<file path="src/rtl/mdu_scheduler.sv">
// mdu_scheduler: round-robin arbitration of NREQ execute lanes onto one shared
// iterative multiply/divide unit, with a start/done handshake toward the MDU and
// a single-entry commit register toward the commit stage.
module mdu_scheduler #(
    parameter int NREQ = 4,
    parameter int DSTW = 7,
    parameter int OPW  = 4
) (
    input  logic                       clk,
    input  logic                       reset,
    input  logic                       flush,
    input  logic [NREQ-1:0]            req_valid,
    input  logic [NREQ-1:0][OPW-1:0]   req_op,
    input  logic [NREQ-1:0][63:0]      req_a,
    input  logic [NREQ-1:0][63:0]      req_b,
    input  logic [NREQ-1:0][DSTW-1:0]  req_dst,
    output logic [NREQ-1:0]            req_grant,
    output logic                       mdu_start,
    output logic [OPW-1:0]             mdu_op,
    output logic [63:0]                mdu_a,
    output logic [63:0]                mdu_b,
    input  logic                       mdu_done,
    input  logic [63:0]                mdu_result,
    output logic                       cmt_valid,
    output logic [63:0]                cmt_data,
    output logic [DSTW-1:0]            cmt_dst,
    input  logic                       cmt_ready,
    output logic                       busy
);

    localparam int PW = (NREQ > 1) ? $clog2(NREQ) : 1;

    typedef enum logic [2:0] {
        IDLE,
        START,
        WAIT,
        HOLD,
        DRAIN
    } state_t;

    state_t          state;
    state_t          state_nx;
    logic [PW-1:0]   rr_ptr;
    logic [PW-1:0]   pick_idx;
    logic            pick_found;
    logic            grant_fire;

    // Round-robin search: first valid lane starting at rr_ptr, wrapping modulo NREQ.
    always_comb begin : arb_search
        int cand;
        // NOTE: every always_comb output gets a default before any branch, so no
        // path can leave it unassigned and infer a latch.
        cand       = 0;
        pick_found = 1'b0;
        pick_idx   = '0;
        for (int i = 0; i < NREQ; i++) begin
            cand = int'(rr_ptr) + i;
            if (cand >= NREQ) begin
                cand = cand - NREQ;
            end
            if (!pick_found && req_valid[cand]) begin
                pick_found = 1'b1;
                pick_idx   = PW'(cand);
            end
        end
    end

    // A lane is consumed only from IDLE, and a flush suppresses it.
    assign grant_fire = (state == IDLE) && !flush && pick_found;
    assign req_grant  = grant_fire ? (NREQ'(1) << pick_idx) : '0;

    // Next-state logic; flush takes priority over every other transition.
    always_comb begin
        state_nx = state;
        case (state)
            IDLE: begin
                if (grant_fire) begin
                    state_nx = START;
                end
            end
            START: begin
                state_nx = flush ? IDLE : WAIT;
            end
            WAIT: begin
                if (flush) begin
                    // A result arriving together with the flush is simply dropped.
                    state_nx = mdu_done ? IDLE : DRAIN;
                end else if (mdu_done) begin
                    state_nx = HOLD;
                end
            end
            HOLD: begin
                // mdu_done here is a protocol error and is deliberately ignored.
                if (flush || cmt_ready) begin
                    state_nx = IDLE;
                end
            end
            DRAIN: begin
                // The killed operation's done retires the MDU; a flush alone
                // keeps waiting, as the MDU has not finished yet.
                if (mdu_done) begin
                    state_nx = IDLE;
                end
            end
            default: begin
                state_nx = IDLE;
            end
        endcase
    end

    // State register and round-robin pointer.
    always_ff @(posedge clk or negedge reset) begin
        if (!reset) begin
            state  <= IDLE;
            rr_ptr <= '0;
        end else begin
            // NOTE: sequential state uses non-blocking assignments so every flop
            // samples pre-edge values regardless of statement order.
            state <= state_nx;
            if (grant_fire) begin
                rr_ptr <= (pick_idx == PW'(NREQ - 1)) ? '0 : pick_idx + PW'(1);
            end
        end
    end

    // Operand latch on grant and result capture on a clean completion.
    always_ff @(posedge clk or negedge reset) begin
        if (!reset) begin
            // NOTE: these are a handful of flops, not a memory array, so clearing
            // them in reset is cheap and keeps the MDU/commit buses deterministic.
            mdu_op   <= '0;
            mdu_a    <= '0;
            mdu_b    <= '0;
            cmt_dst  <= '0;
            cmt_data <= '0;
        end else begin
            if (grant_fire) begin
                mdu_op  <= req_op[pick_idx];
                mdu_a   <= req_a[pick_idx];
                mdu_b   <= req_b[pick_idx];
                cmt_dst <= req_dst[pick_idx];
            end
            if ((state == WAIT) && mdu_done && !flush) begin
                cmt_data <= mdu_result;
            end
        end
    end

    // Handshake and status outputs decoded from the state.
    assign mdu_start = (state == START) && !flush;
    assign cmt_valid = (state == HOLD);
    assign busy      = (state != IDLE);

endmodule

</file>
<file path="config.mk">
export PLATFORM = sky130hd
export DESIGN_NAME = mdu_scheduler
export DESIGN_NICKNAME = d
export VERILOG_FILES = /design/src/rtl/mdu_scheduler.sv
export SDC_FILE = /design/constraint.sdc
export NUM_CORES = 1
export LEC_CHECK = 0
export CORE_AREA = 2 2 322 324
export DETAILED_ROUTE_END_ITERATION = 10
export DIE_AREA = 0 0 324 326
export DONT_BUFFER_PORTS = 1
export HOLD_SLACK_MARGIN = 0.05
export PLACE_DENSITY = 0.32
export SLEW_MARGIN = 5
export SYNTH_ARGS = -nofsm -noshare
export SYNTH_HDL_FRONTEND = slang
export SYNTH_SLANG_ARGS = --single-unit
</file>
<file path="constraint.sdc">
create_clock -name clk -period 4.5 [get_ports clk]
set_input_delay 0.675 -clock clk [delete_from_list [all_inputs] [get_ports clk]]
set_output_delay 0.675 -clock clk [all_outputs]
set_load 0.05 [all_outputs]
</file>
; ---- Word-level counts from Yosys, hierarchy flattened
; Index checks and enable logic that the tools add are counted.
[word_totals]
in_bits = 629
output_inout_bits = 210
register_bits = 208
[op_classes]
n_lt_le_gt_ge = 9
n_addsub = 8
shift = 1
muxes = 42
n_reduce_logical = 16
eq_ne = 9
[ops]
columns = op, n
row1 = $bmux 64 s2, 2
row2 = $lt 32x4->1 const B, 4
row3 = $mux 32, 4
row4 = $mux 64, 2
row5 = $mux 3, 6
row6 = $pmux 3 s5, 1
row7 = $bmux 7 s2, 1
row8 = $mux 1, 12
row9 = $mux 2, 6
row10 = $sub 3x3->4 const B, 3
row11 = $ge 3x3->1 const B, 3
row12 = $bmux 1 s2, 4
row13 = $bmux 4 s2, 1
row14 = $logic_and 1x1->1, 8
row15 = $mux 4, 2
row16 = $mux 7, 1
row17 = $add 2x2->3 const B, 2
row18 = $eq 3x2->1 const B, 2
row19 = $logic_not 1->1, 4
row20 = $ne 2x2->1 const B, 2
row21 = $reduce_and 4->1, 1
row22 = $shl 1x2->4 const A, 1
row23 = $sub 2x3->4 const B, 1
row24 = $add 2x1->3 const B, 1
row25 = other kinds (11), 11

; ---- Logic depth before layout (Yosys ltp)
[logic_depth]
depth_word = 18
ltp_mapped = 8
ltp_nobuf = 6

; ---- Worst setup path after synthesis
; OpenSTA, ideal clock, no wires.
[synth_path]
path_type = in2out
startpoint = input port flush
endpoint = output port mdu_start
n_path_buf = 0
setup_slack_ps = 1493
stages = 1
arrival_ps = 2332
path_cell_list = nor4b_1
[synth_between]
elab_chain_len = 2
[synth_lines]
columns = element, line_no
row1 = "start, declared", 11  ; input logic flush,
row2 = $logic_not 1->1, 150  ; assign mdu_start = (state == START) && !flush;
row3 = $logic_and 1x1->1, 150
row4 = "end, declared", 18  ; output logic mdu_start,
; No other way between the ends.

; ---- Final worst setup path
[layout_path]
startpoint = register rr_ptr[1]
endpoint = output port req_grant[0]
[layout_between]
elab_chain_len = 17
word_cells_on_any_way = 44
classes_between = add/sub: 7 / order compare: 4 / shift: 1 / mux: 25 / reduce/logical: 7
[layout_lines]
columns = element, line_no
row1 = "start, declared", 43  ; logic [PW-1:0] rr_ptr;
row2 = "start signal, assigned", 121  ; rr_ptr <= (pick_idx == PW'(NREQ - 1)) ? '0 : pick_idx + PW'(1);
row3 = branches (longest 16 deep; another with $sub 3x3->4), n/a
row4 = $mux 4 (*), 70  ; assign req_grant = grant_fire ? (NREQ'(1) << pick_idx) : '0;
row5 = "end, declared", 17  ; output logic [NREQ-1:0] req_grant,
; Every way passes the cells marked *. The select of a mux whose other input is x is not followed.

==> reports/results.ini <==
[outcome]
status = complete, but fails checks
violations = negative hold slack

[clocking]
clk_pin_slew_worst_paths_ns = 0.06
postCtsSetupBuffers = 0
cts_root_buf = clkbuf_16
cts_resized = 0
tritoncts = built
clk_path_buf_depth = 3
clkLatencyLatePin_ns = 0.60
cts_sinks = 208
htreeDepth = 1
cts_buffers = 29

[detailed_routing]
wl_per_cell_um = 25.87
vias_per_cell = 4.450
drc = 0
drt-initial-drc-count = 832
vias = 11098
wl_um = 64510
drtAntennaViolNets = 0
dr.pass1.iters = 5

[global_routing]
grt_pass1_wl_um = 88270
grt_max_degree = 209
grt-ovfl-total = 0
grt_use_total_pct = 11.33
antenna_found_initial = 22
grt_pass1_vias = 11598

[logic_synthesis]
synth-edff-count = 0
syn-mean-instance-area_sq_um = 10.59
yosys_warnings = 0
synth_seq_cells = 208
ys_types = 35
synth_cells = 1184
synth_seq_area_share_pct = 41.53
ys.flop_type = dfrtp_1
synthArstFlopShare_pct = 100.0
syn_area_sq_um = 12530
syn_nets = 1817

[finish]
drive_above_1_share_pct = 12.79
fin_nets = 1709
multiInputGateArea_sq_um = 6703
syn2layout_area_growth_pct = 18.80
area.sequential_sq_um = 5205
fin_area_sq_um = 14890
fillers = 11560

[sta]
finalHoldWorstSlack_ns = -0.2314
tightest_slew_ns = 1.141
fin_skew_ns = 0.009248
fin_crit_ns = 3.567
setup_tns_ns = 0
setup_viol = 0
fmax_mhz = 280.3
finalMaxSlewViolations = 0
slew_headroom_pct = 23.95
rsz0062_at_grt = false
period_share_pct = 79.27
finalHoldViolations = 208

[min_path]
hp-class = input pin to async pin

[setup_path]
worstSetupPathType = register to primary output
r2r-start = rr_ptr[1]
worstRegToRegCells = 7
cp_cell_sequence = nor2b_1 > o21a_4 > nor3_4 > inv_6 > ha_1 > and2_1
required_ns = 3.83
timing.rr.end = mdu_a[26]
r2r_slack_ns = 1.27
max_stage_delay_ns = 0.47
cp.arrival_ns = 2.89
cp_slowest_cell = and2_1
crit_path_max_fanout = 64
cp-end-kind = primary output
startpoint_type = register

[floorplan]
core_sq_um = 102600
die_area_sq_um = 105600
start_util_pct = 12.22
floorplan.die.width_um = 324
die_y_um = 326
row_count = 118
pin_count = 839

[pwr]
seqPwrFrac_pct = 52.7
ir_drop_v = 0.0003382
p_switching_w = 0.007006
p_leak_nw = 5.480
p_comb_share_pct = 29.3
p_sw_share_pct = 55.82
p_per_area_nw_per_um2 = 842.9
pwr-share-clk_pct = 18.0
internal_power_w = 0.005545

[place]
dpl.hpwl_um = 44020
gp_congestion = 0.7729
place_area_sq_um = 13940
io_buffers = 0

[flow_run]
drv_cap = 0

-- logic make-up (layout without fill, tap and decap cells) --
logic type	count (synthesis)	count (layout)	share of synthesized area (%)
compound gates	430	430	25.64
other cells	0	19	0
fa+ha+maj	4	4	0.3993
flops	208	208	41.53
mux	203	203	18.24
buf+inv	164	75	5.640
simple gates	175	175	8.555
-- cell usage after synthesis, drive strengths merged, types with 2 or more instances --
| master | instances | share of area (%) |
|---|---|---|
| mux2 | 203 | 18 |
| a211oi | 3 | 0.18 |
| ha | 4 | 0.40 |
| buf | 31 | 1.7 |
| dfrtp | 208 | 42 |
| nor3 | 2 | 0.17 |
| clkbuf | 131 | 3.9 |
| a21oi | 142 | 5.7 |
| o21ai | 3 | 0.12 |
| o31ai | 139 | 8.3 |
| nor2 | 10 | 0.30 |
| nand4 | 139 | 6.9 |
| and2 | 4 | 0.20 |
| nand2 | 6 | 0.18 |
| nand2b | 4 | 0.20 |
| nor4 | 2 | 0.10 |
| a221o | 139 | 11 |
| inv | 2 | 0.060 |
-- how the worst max path moves through the flow --
stage | depth (start not counted) | slack (ns) | endpoint | start
after floorplan | 1 | 1.49 | mdu_start | flush
after global placement | 7 | 1.13 | mdu_a[26] | req_valid[3]
after detailed placement | 7 | 1.08 | mdu_a[26] | req_valid[3]
after CTS | 6 | 0.80 | req_grant[0] | rr_ptr[1]
after global routing | 6 | 0.74 | req_grant[0] | rr_ptr[1]
final | 6 | 0.93 | req_grant[0] | rr_ptr[1]
-- power groups by stage --
stage          clock network (W)  logic (W)  registers (W)
2_1_floorplan                  0    0.00278        0.00622
4_1_cts                  0.00236    0.00371        0.00663
6_report                 0.00226    0.00368        0.00661
5_1_grt                  0.00245    0.00398        0.00672
3_5_place_dp                   0    0.00371        0.00666
3_3_place_gp                   0    0.00366        0.00670
-- metrics by stage --
stage	power (W)	worst slack (ns)	utilization, %	hold slack, ns	cells
floorplan	0.009000	1.493	-	0.3794	1184
global placement	0.01035	1.125	13.59	0.3858	2425
CTS	0.01271	0.7953	14.47	-0.2834	2475
finish	0.01255	0.9330	14.51	-0.2314	2494
global route	0.01315	0.7404	14.50	-0.2820	2488
detailed placement	0.01037	1.084	13.59	0.3849	2425
-- layout by cell type (no fill, tap or decap), types with 3 or more instances in the layout --
master       n
clkbuf_8     4
clkbuf_1    10
buf_4       13
nand2b_1     3
mux2_1     139
mux2_2      64
clkbuf_16   29
a221o_1    139
buf_12      10
o31ai_1    139
diode_2     19
a21oi_1    141
ha_1         4
dfrtp_1    208
and2_1       4
a211oi_1     3
nand4_1    139
clkinv_2     3
nor2_1       8
nand2_1      6
-- flip-flops by register name, indices dropped and copies added (netlist names) --
name      cells
cmt_data     64
mdu_a        64
mdu_b        64
cmt_dst       7
mdu_op        4
state         3
rr_ptr        2
-- per-layer routing --
metal	routed length (um)	share of wire, %	global-route usage (%)
met4	2660	4.1	5.395
met5	25	0.039	0
met3	5612	8.7	2.990
met2	31590	49	19.37
met1	24620	38	13.04
-- area by class of cell --
class	instances	area share (%)
Clock inverter	7	0.5378
Inverter	2	0.08403
Antenna cell	19	0.3193
Sequential cell	208	34.96
Multi-Input combinational cell	812	45.01
Tap cell	1380	11.60
Clock buffer	43	5.495
Timing Repair Buffer	23	2.000
-- worst max-delay path: cells and delay by family (launching register included) --
family | cells | cell delay [ns]
simple gates | 3 | 0.89
buf+inv | 1 | 0.46
flops | 1 | 0.45
fa+ha+maj | 1 | 0.27
compound gates | 1 | 0.22
Note: power is estimated with default switching activity, not from simulation.
